$ cat src/rtl/button_debounce.sv
// Two-flop synchroniser and debounce FSM giving a clean level, press/release/long pulses and a 16-bit press count.
// Define BUTTON_DEBOUNCE_AUTOREPEAT_EN to re-fire press_pulse every REPEAT_CYCLES after a long press.
module button_debounce #(
  parameter int DEBOUNCE_CYCLES = 16,
  parameter int LONG_CYCLES     = 64,
  parameter int REPEAT_CYCLES   = 32
) (
  input  logic        clk,
  input  logic        rst_n,
  input  logic        btn_in,
  input  logic        clr,
  output logic        btn_level,
  output logic        press_pulse,
  output logic        release_pulse,
  output logic        long_pulse,
  output logic [15:0] data
);

  localparam int CNT_MAX = (LONG_CYCLES > DEBOUNCE_CYCLES) ? LONG_CYCLES : DEBOUNCE_CYCLES;
  localparam int CNT_W   = $clog2(CNT_MAX + 1);
  localparam logic [CNT_W-1:0] DEB  = CNT_W'(DEBOUNCE_CYCLES);
  localparam logic [CNT_W-1:0] LONG = CNT_W'(LONG_CYCLES);

  if (DEBOUNCE_CYCLES < 2 || LONG_CYCLES <= DEBOUNCE_CYCLES || REPEAT_CYCLES < 2) begin : g_param_check
    $error("button_debounce: illegal DEBOUNCE_CYCLES/LONG_CYCLES/REPEAT_CYCLES");
  end

  typedef enum logic [1:0] {IDLE, PRESS_WAIT, PRESSED, RELEASE_WAIT} state_t;

  logic             s1, btn_sync;
  state_t           state, state_n;
  logic [CNT_W-1:0] cnt, cnt_n;
  logic             long_done, long_done_n;
  logic             level_n, press_n, release_n, long_n;
  logic [15:0]      data_n;

`ifdef BUTTON_DEBOUNCE_AUTOREPEAT_EN
  localparam int REP_W = $clog2(REPEAT_CYCLES + 1);
  localparam logic [REP_W-1:0] REP = REP_W'(REPEAT_CYCLES);
  logic [REP_W-1:0] rep, rep_n;
`endif

  always_comb begin
    state_n     = state;
    cnt_n       = cnt;
    long_done_n = long_done;
    level_n     = btn_level;
    press_n     = 1'b0;
    release_n   = 1'b0;
    long_n      = 1'b0;
`ifdef BUTTON_DEBOUNCE_AUTOREPEAT_EN
    rep_n       = '0;
`endif
    case (state)
      IDLE: begin
        level_n = 1'b0;
        if (btn_sync) begin
          state_n = PRESS_WAIT;
          cnt_n   = CNT_W'(1);
        end
      end
      PRESS_WAIT: begin
        if (!btn_sync) begin
          state_n = IDLE;
          cnt_n   = '0;
        end else if (cnt >= DEB) begin
          state_n     = PRESSED;
          cnt_n       = '0;
          level_n     = 1'b1;
          press_n     = 1'b1;
          long_done_n = 1'b0;
        end else begin
          cnt_n = cnt + 1'b1;
        end
      end
      PRESSED: begin
        if (!btn_sync) begin
          state_n = RELEASE_WAIT;
          cnt_n   = CNT_W'(1);
        end else begin
          if (cnt < LONG) begin
            cnt_n = cnt + 1'b1;
            // long_done keeps a bounced release from producing a second long pulse
            if (cnt_n == LONG && !long_done) begin
              long_n      = 1'b1;
              long_done_n = 1'b1;
            end
          end
`ifdef BUTTON_DEBOUNCE_AUTOREPEAT_EN
          if (long_done) begin
            rep_n = rep + 1'b1;
            if (rep_n == REP) begin
              press_n = 1'b1;
              rep_n   = '0;
            end
          end
`endif
        end
      end
      RELEASE_WAIT: begin
        if (btn_sync) begin
          state_n = PRESSED;
          cnt_n   = '0;
        end else if (cnt >= DEB) begin
          state_n   = IDLE;
          cnt_n     = '0;
          level_n   = 1'b0;
          release_n = 1'b1;
        end else begin
          cnt_n = cnt + 1'b1;
        end
      end
      default: begin
        state_n = IDLE;
        cnt_n   = '0;
      end
    endcase

    // clear has priority over a coincident press
    if (clr)          data_n = '0;
    else if (press_n) data_n = data + 16'd1;
    else              data_n = data;
  end

  always_ff @(posedge clk or negedge rst_n) begin
    if (!rst_n) begin
      s1            <= 1'b0;
      btn_sync      <= 1'b0;
      state         <= IDLE;
      cnt           <= '0;
      long_done     <= 1'b0;
      btn_level     <= 1'b0;
      press_pulse   <= 1'b0;
      release_pulse <= 1'b0;
      long_pulse    <= 1'b0;
      data          <= '0;
`ifdef BUTTON_DEBOUNCE_AUTOREPEAT_EN
      rep           <= '0;
`endif
    end else begin
      s1            <= btn_in;
      btn_sync      <= s1;
      state         <= state_n;
      cnt           <= cnt_n;
      long_done     <= long_done_n;
      btn_level     <= level_n;
      press_pulse   <= press_n;
      release_pulse <= release_n;
      long_pulse    <= long_n;
      data          <= data_n;
`ifdef BUTTON_DEBOUNCE_AUTOREPEAT_EN
      rep           <= rep_n;
`endif
    end
  end

endmodule

$ cat config.mk
export PLATFORM = sky130hd
export DESIGN_NAME = button_debounce
export DESIGN_NICKNAME = d
export VERILOG_FILES = /design/src/rtl/button_debounce.sv
export SDC_FILE = /design/constraint.sdc
export NUM_CORES = 1
export LEC_CHECK = 0
export BUFFER_PORTS_ARGS = -buffer_cell sky130_fd_sc_hd__buf_4
export CORE_UTILIZATION = 55
export CTS_CLUSTER_DIAMETER = 100
export CTS_CLUSTER_SIZE = 14
export DETAILED_ROUTE_END_ITERATION = 16
export HOLD_SLACK_MARGIN = 0.05
export PLACE_DENSITY = 0.76
export SLEW_MARGIN = 20
export SYNTH_ARGS = -nofsm -noshare
export SYNTH_HDL_FRONTEND = slang
export SYNTH_SLANG_ARGS = --single-unit
$ cat constraint.sdc
create_clock -name clk -period 2 [get_ports clk]
set_input_delay 0.1 -clock clk [delete_from_list [all_inputs] [get_ports clk]]
set_output_delay 0.1 -clock clk [all_outputs]
set_load 0.1 [all_outputs]
==> metrics.txt, run 1 <==
vias in the first global route=between 1000 and 1500; initial antenna violation count=0; Fill cells=around 220; cell count after synthesis=between 150 and 200; post-DR vias/cell=~6.0; Finished Layout Cells=between 200 and 250; post-cts resize count=0; normalized max-slew margin=69.5%; worst-path cell chain=and3b_1 > nand3_1 > or4_1 > a21oi_1; Max Cap Viol=0; Clock Sinks=32; path category of the worst min-delay check=in2async; Final HPWL DP=~2200 µm; Tmin final=approximately 1800 ps; Max Freq=about 0.55 GHz; Lkg Pwr=approximately 0.85 nW; outcome=complete, no violations; worst skew pair latency=330 ps; Crit Path Max Fanout=11; Layout Utilization=approximately two thirds; Multi-input gate area=around 770 µm²; Clk pin slew, worst setup/hold paths=about 100 ps; Total GRT Usage=22.3%; PD cells=about 620 nW/µm²; Post-Syn Area=~1600 µm²; dpl cells=between 200 and 250; Post-synth EDFFs=0; CP max stage delay=around 550 ps; htree depth=2; core box area=between 2000 and 3000 µm²; syn_nets=about 180; drt pass-1 iters=4; largest net degree at the start of global routing=33; Distinct cells, synth=44; Overflow after GRT=0; Worst EP required=between 2000 and 2500 ps; Setup Skew=about 3 ps; Setup CP Type=reg2reg; smallest hold slack=between 200 and 250 ps; # port buffers=23; Crit-path slowest cell=or4_1; vias=between 1000 and 1500; Total Die Area=~3200 µm²; layout cells sized above 1=26.2%; sequential power share=59.1%; IO Pins=24; switching pwr=~0.00031 W; Starting Density=between 50 and 60%; routed len/inst=14.5 µm; ys async rst share=100%; antenna viol nets, final=0; fin. max-slew vios=0; Cell Rows=19; Die W=~57 µm; switching share of power=about a quarter; Avg Inst Size Synth=9.78 µm²; Logic pwr share=between 7 and 8%; Final #Nets=197; Die Ht=around 57 µm; Internal=just under 0.0009 W; post-synthesis register bit count=32; worst-margin pin slew=approximately 450 ps; maximum VDD drop=0.750 mV; RSZ-0062 raised after global routing=false; sequential fraction of the synthesis area=between 40% and 50%; Pwr Total=~0.0012 W; post-CTS setup buffer count=0; Critical Path AT=just over 2000 ps; Syn-to-layout area delta=15.7%; Placer Congestion=0.831; number of diodes=0; final hold vios=0; TNS Setup=0 ps; CTS tree=yes; Yosys warning count=0; Max clock buf depth=2; first-pass GRT wire length=about 5400 µm; First DRT Iteration DRCs=46; Top FF cell, synth=dfrtp_1; Routed WL=3210 µm; FF+latch area=between 800 and 900 µm²; Worst setup EP type=register; CTS buffer count=5; CP Launch Type=register; Clk Tree Root Cell=clkbuf_4; Final Cycle Share=90.4%; clock network power share=roughly 33%; Setup violations, final=0; DRC errors left=0
## critical path: cells and delay by family, from the launching register on
| kind | cells | cell delay [ps] |
|---|---|---|
| compound gates | 1 | 170 |
| flops | 1 | 490 |
| simple gates | 3 | 1080 |
## Yosys cell counts, types with 3 or more instances
cell | n | area share, %
xnor2_1 | 3 | 1.6
nand4_1 | 5 | 1.9
a21oi_1 | 14 | 4.3
nor2_1 | 15 | 3.4
clkbuf_1 | 3 | 0.69
dfrtp_1 | 32 | 49
a31oi_1 | 3 | 1.1
nand3_1 | 7 | 2.1
or4_1 | 3 | 1.4
xor2_1 | 7 | 3.7
nand2_1 | 14 | 3.2
buf_2 | 6 | 1.8
o21ai_0 | 7 | 2.1
or3_1 | 6 | 2.3
ha_1 | 3 | 2.3
o31ai_1 | 3 | 1.4
a22o_1 | 3 | 1.6
## state kept, by name (all words and copies together), names as in the netlist, named ones only
register       cells
s1                 1
long_pulse         1
btn_level          1
btn_sync           1
long_done          1
state              1
data              16
release_pulse      1
press_pulse        1
cnt                7
## cells in the final DEF (no fill, tap or decap), types with 2 or more instances in the layout
cell type      netlist  final
nor3_1               2      2
and4_1               2      2
a31oi_1              3      3
nand2b_1             2      2
dlygate4sd3_1        0      3
or3_1                6      6
a22o_1               3      3
xnor2_1              3      3
and2_1               2      2
o21ai_0              7      7
nand4_1              5      5
nand2_1             14     14
inv_1                2      2
nand3_1              7      7
a21oi_1             14     14
a21o_1               2      2
buf_4                0     24
clkinv_2             0      2
nor2_1              15     15
clkbuf_4             0      5
o31ai_1              3      3
dfrtp_1             32     20
dfrtp_2              0     12
xor2_1               7      7
or4_1                3      3
ha_1                 3      3
## power groups by stage
stage / sequential [W] / clock [W] / combinational, W
global placement: 0.000709 / 0 / 0.0000858
global route: 0.000705 / 0.000422 / 0.000108
detailed placement: 0.000712 / 0 / 0.0000891
finish: 0.000700 / 0.000392 / 0.0000923
floorplan: 0.000699 / 0 / 0.0000681
CTS: 0.000699 / 0.000405 / 0.0000940
## worst paths after layout
check | startpoint | end | slack [ps] | depth (start not counted)
min reg2reg | s1 | btn_sync | 370 | 0
max in group asynchronous | rst_n | data[0] | 1460 | 2
min | rst_n | data[13] | 230 | 2
max reg2reg | register | data[14] | 190 | 4
min in group clk | s1 | btn_sync | 370 | 0
max | register | data[14] | 190 | 4
## stage by stage
step | cell area, µm² | setup slack (ps)
after detailed placement | 1810 | 235
after global routing | 1900 | 91.6
after floorplan | 1660 | 19.6
after CTS | 1900 | 192
after global placement | 1810 | 316
final | 1900 | 193
## area by class of cell
class                           count  area share [%]
Clock inverter                      2           0.527
Timing Repair Buffer               27            11.1
Sequential cell                    32            42.9
Multi-Input combinational cell    122            40.4
Clock buffer                        6            2.70
Inverter                            2           0.395
Tap cell                           31            2.04
## per-layer routing
| layer | vias to the layer above | share of wire (%) | GRT usage [%] | wire (µm) |
|---|---|---|---|---|
| met5 | - | 0 | 0 | 0 |
| met4 | 0 | 1.6 | 9.76 | 52 |
| met3 | 9 | 5.2 | 6.45 | 168 |
| met2 | 38 | 47 | 33.4 | 1500 |
| met1 | 639 | 46 | 30.0 | 1490 |
| li1 | 649 | - | - | - |
## cells by family (layout without fill, tap and decap cells)
group / after synthesis / in the layout / share of synthesized area (%)
and+or+nand+nor: 68 / 68 / 22.9
AOI/OAI and AO/OA: 39 / 39 / 14.9
DFF: 32 / 32 / 48.7
buffers and inverters: 14 / 37 / 4.57
xor gates and xnor gates: 10 / 10 / 5.33
adders and majority gates: 3 / 3 / 2.29
muxes: 2 / 2 / 1.29
## repair_timing
action                                  CTS  global route
hold buffers                              3             0
endpoints found under the setup margin    0             0
hold endpoints to repair                 49             0
Note: power is estimated with default switching activity, not from simulation.
==> run 2: changes to the inputs <==
--- a/config.mk
+++ b/config.mk
@@ -6,12 +6,12 @@
 export NUM_CORES = 1
 export LEC_CHECK = 0
 export BUFFER_PORTS_ARGS = -buffer_cell sky130_fd_sc_hd__buf_4
-export CORE_UTILIZATION = 55
+export CORE_UTILIZATION = 56
 export CTS_CLUSTER_DIAMETER = 100
 export CTS_CLUSTER_SIZE = 14
 export DETAILED_ROUTE_END_ITERATION = 16
 export HOLD_SLACK_MARGIN = 0.05
-export PLACE_DENSITY = 0.76
+export PLACE_DENSITY = 0.77
 export SLEW_MARGIN = 20
 export SYNTH_ARGS = -nofsm -noshare
 export SYNTH_HDL_FRONTEND = slang
==> run 2 against run 1 <==
  * Register-to-register slack improved by 30 ps
  * Utilization up 1.1 points
  * Worst setup slack gained 26 ps
  * Largest power group unchanged
  * Highest routed layer unchanged
==> metrics.txt, run 2 (synthesized netlist as in run 1, its figures left out) <==
outcome=complete, no violations; TNS Setup=0 ps (unchanged); post-DR vias/cell=5.93 (-1.4%); Critical Path AT=2050 ps (-20 ps); max FFs per register=16 (unchanged); Worst Reg-to-Reg Cells=4 (unchanged); Clk pin slew, worst setup/hold paths=100 ps (about the same); Setup CP Type=reg2reg; worst skew pair latency=340 ps (about the same); Setup Skew=5.12 ps (+2.03 ps); vias=1328 (-0.52%); Die Ht=56.2 µm (-0.87%); Lkg Pwr=0.855 nW (+0.54%); Max Cap Viol=0 (unchanged); Crit Path Max Fanout=11 (unchanged); antenna viol nets, final=0 (unchanged); htree depth=2 (unchanged); vias in the first global route=1314 (+7.2%); largest net degree at the start of global routing=33 (unchanged); initial antenna violation count=0 (unchanged); number of diodes=0 (unchanged); Die W=56.2 µm (-0.87%); most common library cell in the layout ignoring fill and taps=buf_4; # port buffers=23 (unchanged); Total Die Area=3150 µm² (-1.7%); Layout Utilization=69.4% (+1.1 points); most frequent cells in the layout=buf_4 (26), dfrtp_1 (20), nor2_1 (15); Worst setup EP type=register; Syn-to-layout area delta=16.5%; Crit-path slowest cell=or4_1; drt pass-1 iters=4 (unchanged); Placer Congestion=0.912 (+9.7%); layout cells sized above 1=26.4% (+0.25 points); routed len/inst=14.6 µm (+0.68%); pre-CTS setup slack=116 ps (-120 ps); Overflow after GRT=0 (unchanged); first-pass GRT wire length=5650 µm (+4.3%); Fill cells=226 (+1.8%); CTS tree=yes; Tmin final=1780 ps (-25.8 ps); post-route cell area=1910 µm² (+0.72%); CP endpoint=data[15]; Final #Nets=199 (+1.0%); RSZ-0062 raised after global routing=false; core box area=2760 µm² (-0.85%); Final Cycle Share=89.1% (-1.3 points); R2R Setup Slk=220 ps (+30 ps); path category of the worst min-delay check=in2async; Max clock buf depth=2 (unchanged); final hold vios=0 (unchanged); CP max stage delay=540 ps (about the same); Final HPWL DP=2300 µm (+5.5%); IO Pins=24 (unchanged); Reg-to-Reg End=data[15]; worst-path cell chain=o31a_2 > nand4_4 > or4_1 > a21oi_1; Total GRT Usage=23.6% (+1.3 points); fin. max-slew vios=0 (unchanged); worst-margin pin slew=399 ps (-52.4 ps); Clk Tree Root Cell=clkbuf_4; DRC errors left=0 (unchanged); placed cell areas=1820 µm² (+0.83%); PD cells=616 nW/µm² (-1.2%); Cell Rows=19 (unchanged); Critical R2R Launch=state[0]; crit path launch=state[0]; biggest regs=data (16), cnt (7); Worst Setup Slack, final=218 ps (+25.8 ps); CTS buffer count=5 (unchanged); Biggest register=data; maximum VDD drop=0.670 mV (-11%); CP Launch Type=register; Setup violations, final=0 (unchanged); Max Freq=0.561 GHz (+1.4%); normalized max-slew margin=73.4% (+3.9 points); Starting Density=59.6% (+0.51 points); First DRT Iteration DRCs=39 (-15%); Worst EP required=2270 ps (about the same); Clock Sinks=32 (unchanged); Routed WL=3260 µm (+1.6%)
-- run 2: changes by cell type in the layout (fill, tap and decap cells not counted) --
cell	delta
o31a_1	-1
buf_4	+2
clkinv_2	-2
o31a_2	+1
clkbuf_1	+2
-- run 2: power by group --
part | total (W) | switching (W) | internal (W)
Sequential | 0.000699 | 0.0000330 | 0.000666
Clock | 0.000388 | 0.000214 | 0.000173
Combinational | 0.0000926 | 0.0000509 | 0.0000417
-- run 2: critical path, delay by kind of cell, from the launching register on --
| kind | cells | cell delay [ps] |
|---|---|---|
| DFF | 1 | 500 |
| and+or+nand+nor | 2 | 740 |
| AOI/OAI and AO/OA | 2 | 480 |
-- run 2: how the worst min path moves through the flow --
stage,startpoint,to,cells after the start
after floorplan,rst_n,async pin,0
after CTS,rst_n,data[15],2
after detailed placement,rst_n,press_pulse,1
after global placement,rst_n,press_pulse,1
after global routing,rst_n,data[8],2
final,rst_n,press_pulse,2
-- run 2: metal layers --
metal | GRT usage, % | routed length (µm)
met5 | 0 | 0
met4 | 16.7 | 54
met3 | 5.81 | 197
met2 | 37.9 | 1630
met1 | 27.5 | 1370
-- run 2: stage by stage --
stage                     instances  hold slack (ps)  total power [W]
after global routing            224              251          0.00123
after CTS                       224              226          0.00119
after detailed placement        213             56.5         0.000799
after floorplan                 168             -196         0.000767
final                           224              232          0.00118
after global placement          213             47.0         0.000796
-- run 2: timing repair --
action,in CTS,in global routing
hold endpoints to repair,49,0
resized for setup,0,1
buffers inserted,0,0
hold buffers,3,0
endpoints found under the setup margin,0,3
-- run 2: final cells by class --
type                            count  area, µm²  share of cell area, %
Timing Repair Buffer               29        225                   11.8
Multi-Input combinational cell    122        768                   40.1
Tap cell                           31       38.8                   2.03
Inverter                            2       7.51                  0.392
Clock buffer                        8       58.8                   3.07
Sequential cell                    32        816                   42.6
==> run 3: changes to the inputs <==
==> constraint.sdc (replaced) <==
create_clock -name clk -period 2 [get_ports clk]
set_input_delay 0.6 -clock clk [delete_from_list [all_inputs] [get_ports clk]]
set_output_delay 0.6 -clock clk [all_outputs]
set_load 0.1 [all_outputs]
==> run 3 against run 2 <==
  * Wire length shrank 1.5%
  * Clock skew grew 3.2 ps
  * Global-route usage shrank 0.25 points
  * Maximum frequency grew 0.13%
  * Critical path type unchanged
  * Critical endpoint unchanged
==> metrics.txt, run 3 (synthesized netlist as in run 1, its figures left out) <==
Final HPWL DP=2300 µm (unchanged); layout cells sized above 1=26.8% (+0.42 points); CP Launch Type=register; Hold Buf Count CTS=0 (-3); Clk pin slew, worst setup/hold paths=100 ps (about the same); Die Ht=56.2 µm (unchanged); outcome=complete, no violations; maximum VDD drop=0.670 mV (about the same); Clock Sinks=32 (unchanged); Setup violations, final=0 (unchanged); Starting Density=59.6% (unchanged); Total Die Area=3150 µm² (unchanged); TNS Setup=0 ps (unchanged); Critical Path AT=2050 ps (about the same); Cell Rows=19 (unchanged); M1 WL=1340 µm (-2.5%); core box area=2760 µm² (unchanged); DRC errors left=0 (unchanged); drt pass-1 iters=4 (unchanged); # port buffers=23 (unchanged); Max clock buf depth=2 (unchanged); htree depth=2 (unchanged); Final #Nets=196 (-1.5%); PD cells=624 nW/µm² (+1.3%); routed len/inst=14.5 µm (-0.17%); max FFs per register=16 (unchanged); post-DR vias/cell=5.92 (about the same); Biggest register=data; Final Cycle Share=89.0% (-0.12 points); Die W=56.2 µm (unchanged); Syn-to-layout area delta=14.7%; Worst setup EP type=register; First DRT Iteration DRCs=51 (+31%); Tmin final=1780 ps (-2.33 ps); met3 WL post-DR=191 µm (-3.0%); fin. max-slew vios=0 (unchanged); vias=1309 (-1.4%); Overflow after GRT=0 (unchanged); number of diodes=0 (unchanged); worst skew pair latency=340 ps (about the same); Setup CP Type=reg2reg; Lkg Pwr=0.842 nW (-1.5%); Pwr Total=0.00118 W (-0.24%); final hold vios=0 (unchanged); Setup Skew=8.27 ps (+3.15 ps); vias in the first global route=1296 (-1.4%); most common library cell in the layout ignoring fill and taps=buf_4; Crit Path Max Fanout=11 (unchanged); first-pass GRT wire length=5590 µm (-1.1%); CTS buffer count=5 (unchanged); antenna viol nets, final=0 (unchanged); IO Pins=24 (unchanged); Clk Tree Root Cell=clkbuf_4; Worst EP required=2270 ps (about the same); RSZ-0062 raised after global routing=false; most frequent cells in the layout=buf_4 (26), dfrtp_1 (20), nor2_1 (15); biggest regs=data (16), cnt (7); Max Freq=0.562 GHz (+0.13%); worst-margin pin slew=399 ps (-0.0861 ps); Routed WL=3210 µm (-1.5%); normalized max-slew margin=73.4% (about the same); path category of the worst min-delay check=in2async; Total GRT Usage=23.3% (-0.25 points); Max Cap Viol=0 (unchanged); highest routed metal layer=met4; metal2 WL=1630 µm (-0.49%); Placer Congestion=0.912 (unchanged); initial antenna violation count=0 (unchanged); CTS tree=yes; largest net degree at the start of global routing=33 (unchanged)
## run 3: cell types whose count changed in the layout (fill, tap and decap cells not counted)
| cell | before | now |
|---|---|---|
| dlygate4sd3_1 | 3 | 0 |
## run 3: final timing paths
path / startpoint / end / slack [ps] / cells after the start
worst max-delay path: state[0] / data[15] / 220 / 4
worst min-delay path: rst_n / press_pulse / 180 / 1
worst max register to register: state[0] / data[15] / 220 / 4
worst min register to register: s1 / btn_sync / 360 / 0
max in group asynchronous: rst_n / data[9] / 1510 / 1
min in group clk: s1 / btn_sync / 360 / 0
## run 3: critical path: stages, from the launching register on
cell     delay (ps)
dfrtp_1         500
o31a_2          330
nand4_4         200
or4_1           540
a21oi_1         140
## run 3: cell type report
cell class	instances	area, µm²
Clock buffer	8	58.8
Fill cell	231	873
Inverter	2	7.51
Multi-Input combinational cell	122	768
Sequential cell	32	816
Tap cell	31	38.8
Timing Repair Buffer	26	195
## run 3: repair_timing
item                       in CTS  in global routing
gates resized for setup         0                  1
buffers inserted                0                  0
setup endpoints to repair       0                  3
## run 3: through the flow
| step | hold WS [ps] | util (%) | setup WS, ps | cells | instance area (µm²) |
|---|---|---|---|---|---|
| final | 176 | 68.3 | 221 | 221 | 1880 |
| after global routing | 198 | 68.3 | 134 | 221 | 1880 |
| after CTS | 180 | 68.3 | 99.6 | 221 | 1880 |
| after detailed placement | 345 | 66.2 | 116 | 213 | 1820 |
| after global placement | 336 | 66.2 | 199 | 213 | 1820 |
| after floorplan | 304 | - | 19.6 | 168 | 1660 |
## run 3: metal layers
layer	vias up	global-route usage, %
met5	-	0
met4	0	16.7
met3	5	5.81
met2	46	37.6
met1	615	27.0
li1	643	-
## run 3: power by group
| part | total [W] | switching, W | internal [W] | leakage [nW] |
|---|---|---|---|---|
| sequential | 0.000698 | 0.0000327 | 0.000666 | 0.416 |
| combinational | 0.0000877 | 0.0000497 | 0.0000380 | 0.394 |
| clock | 0.000390 | 0.000217 | 0.000173 | 0.0326 |
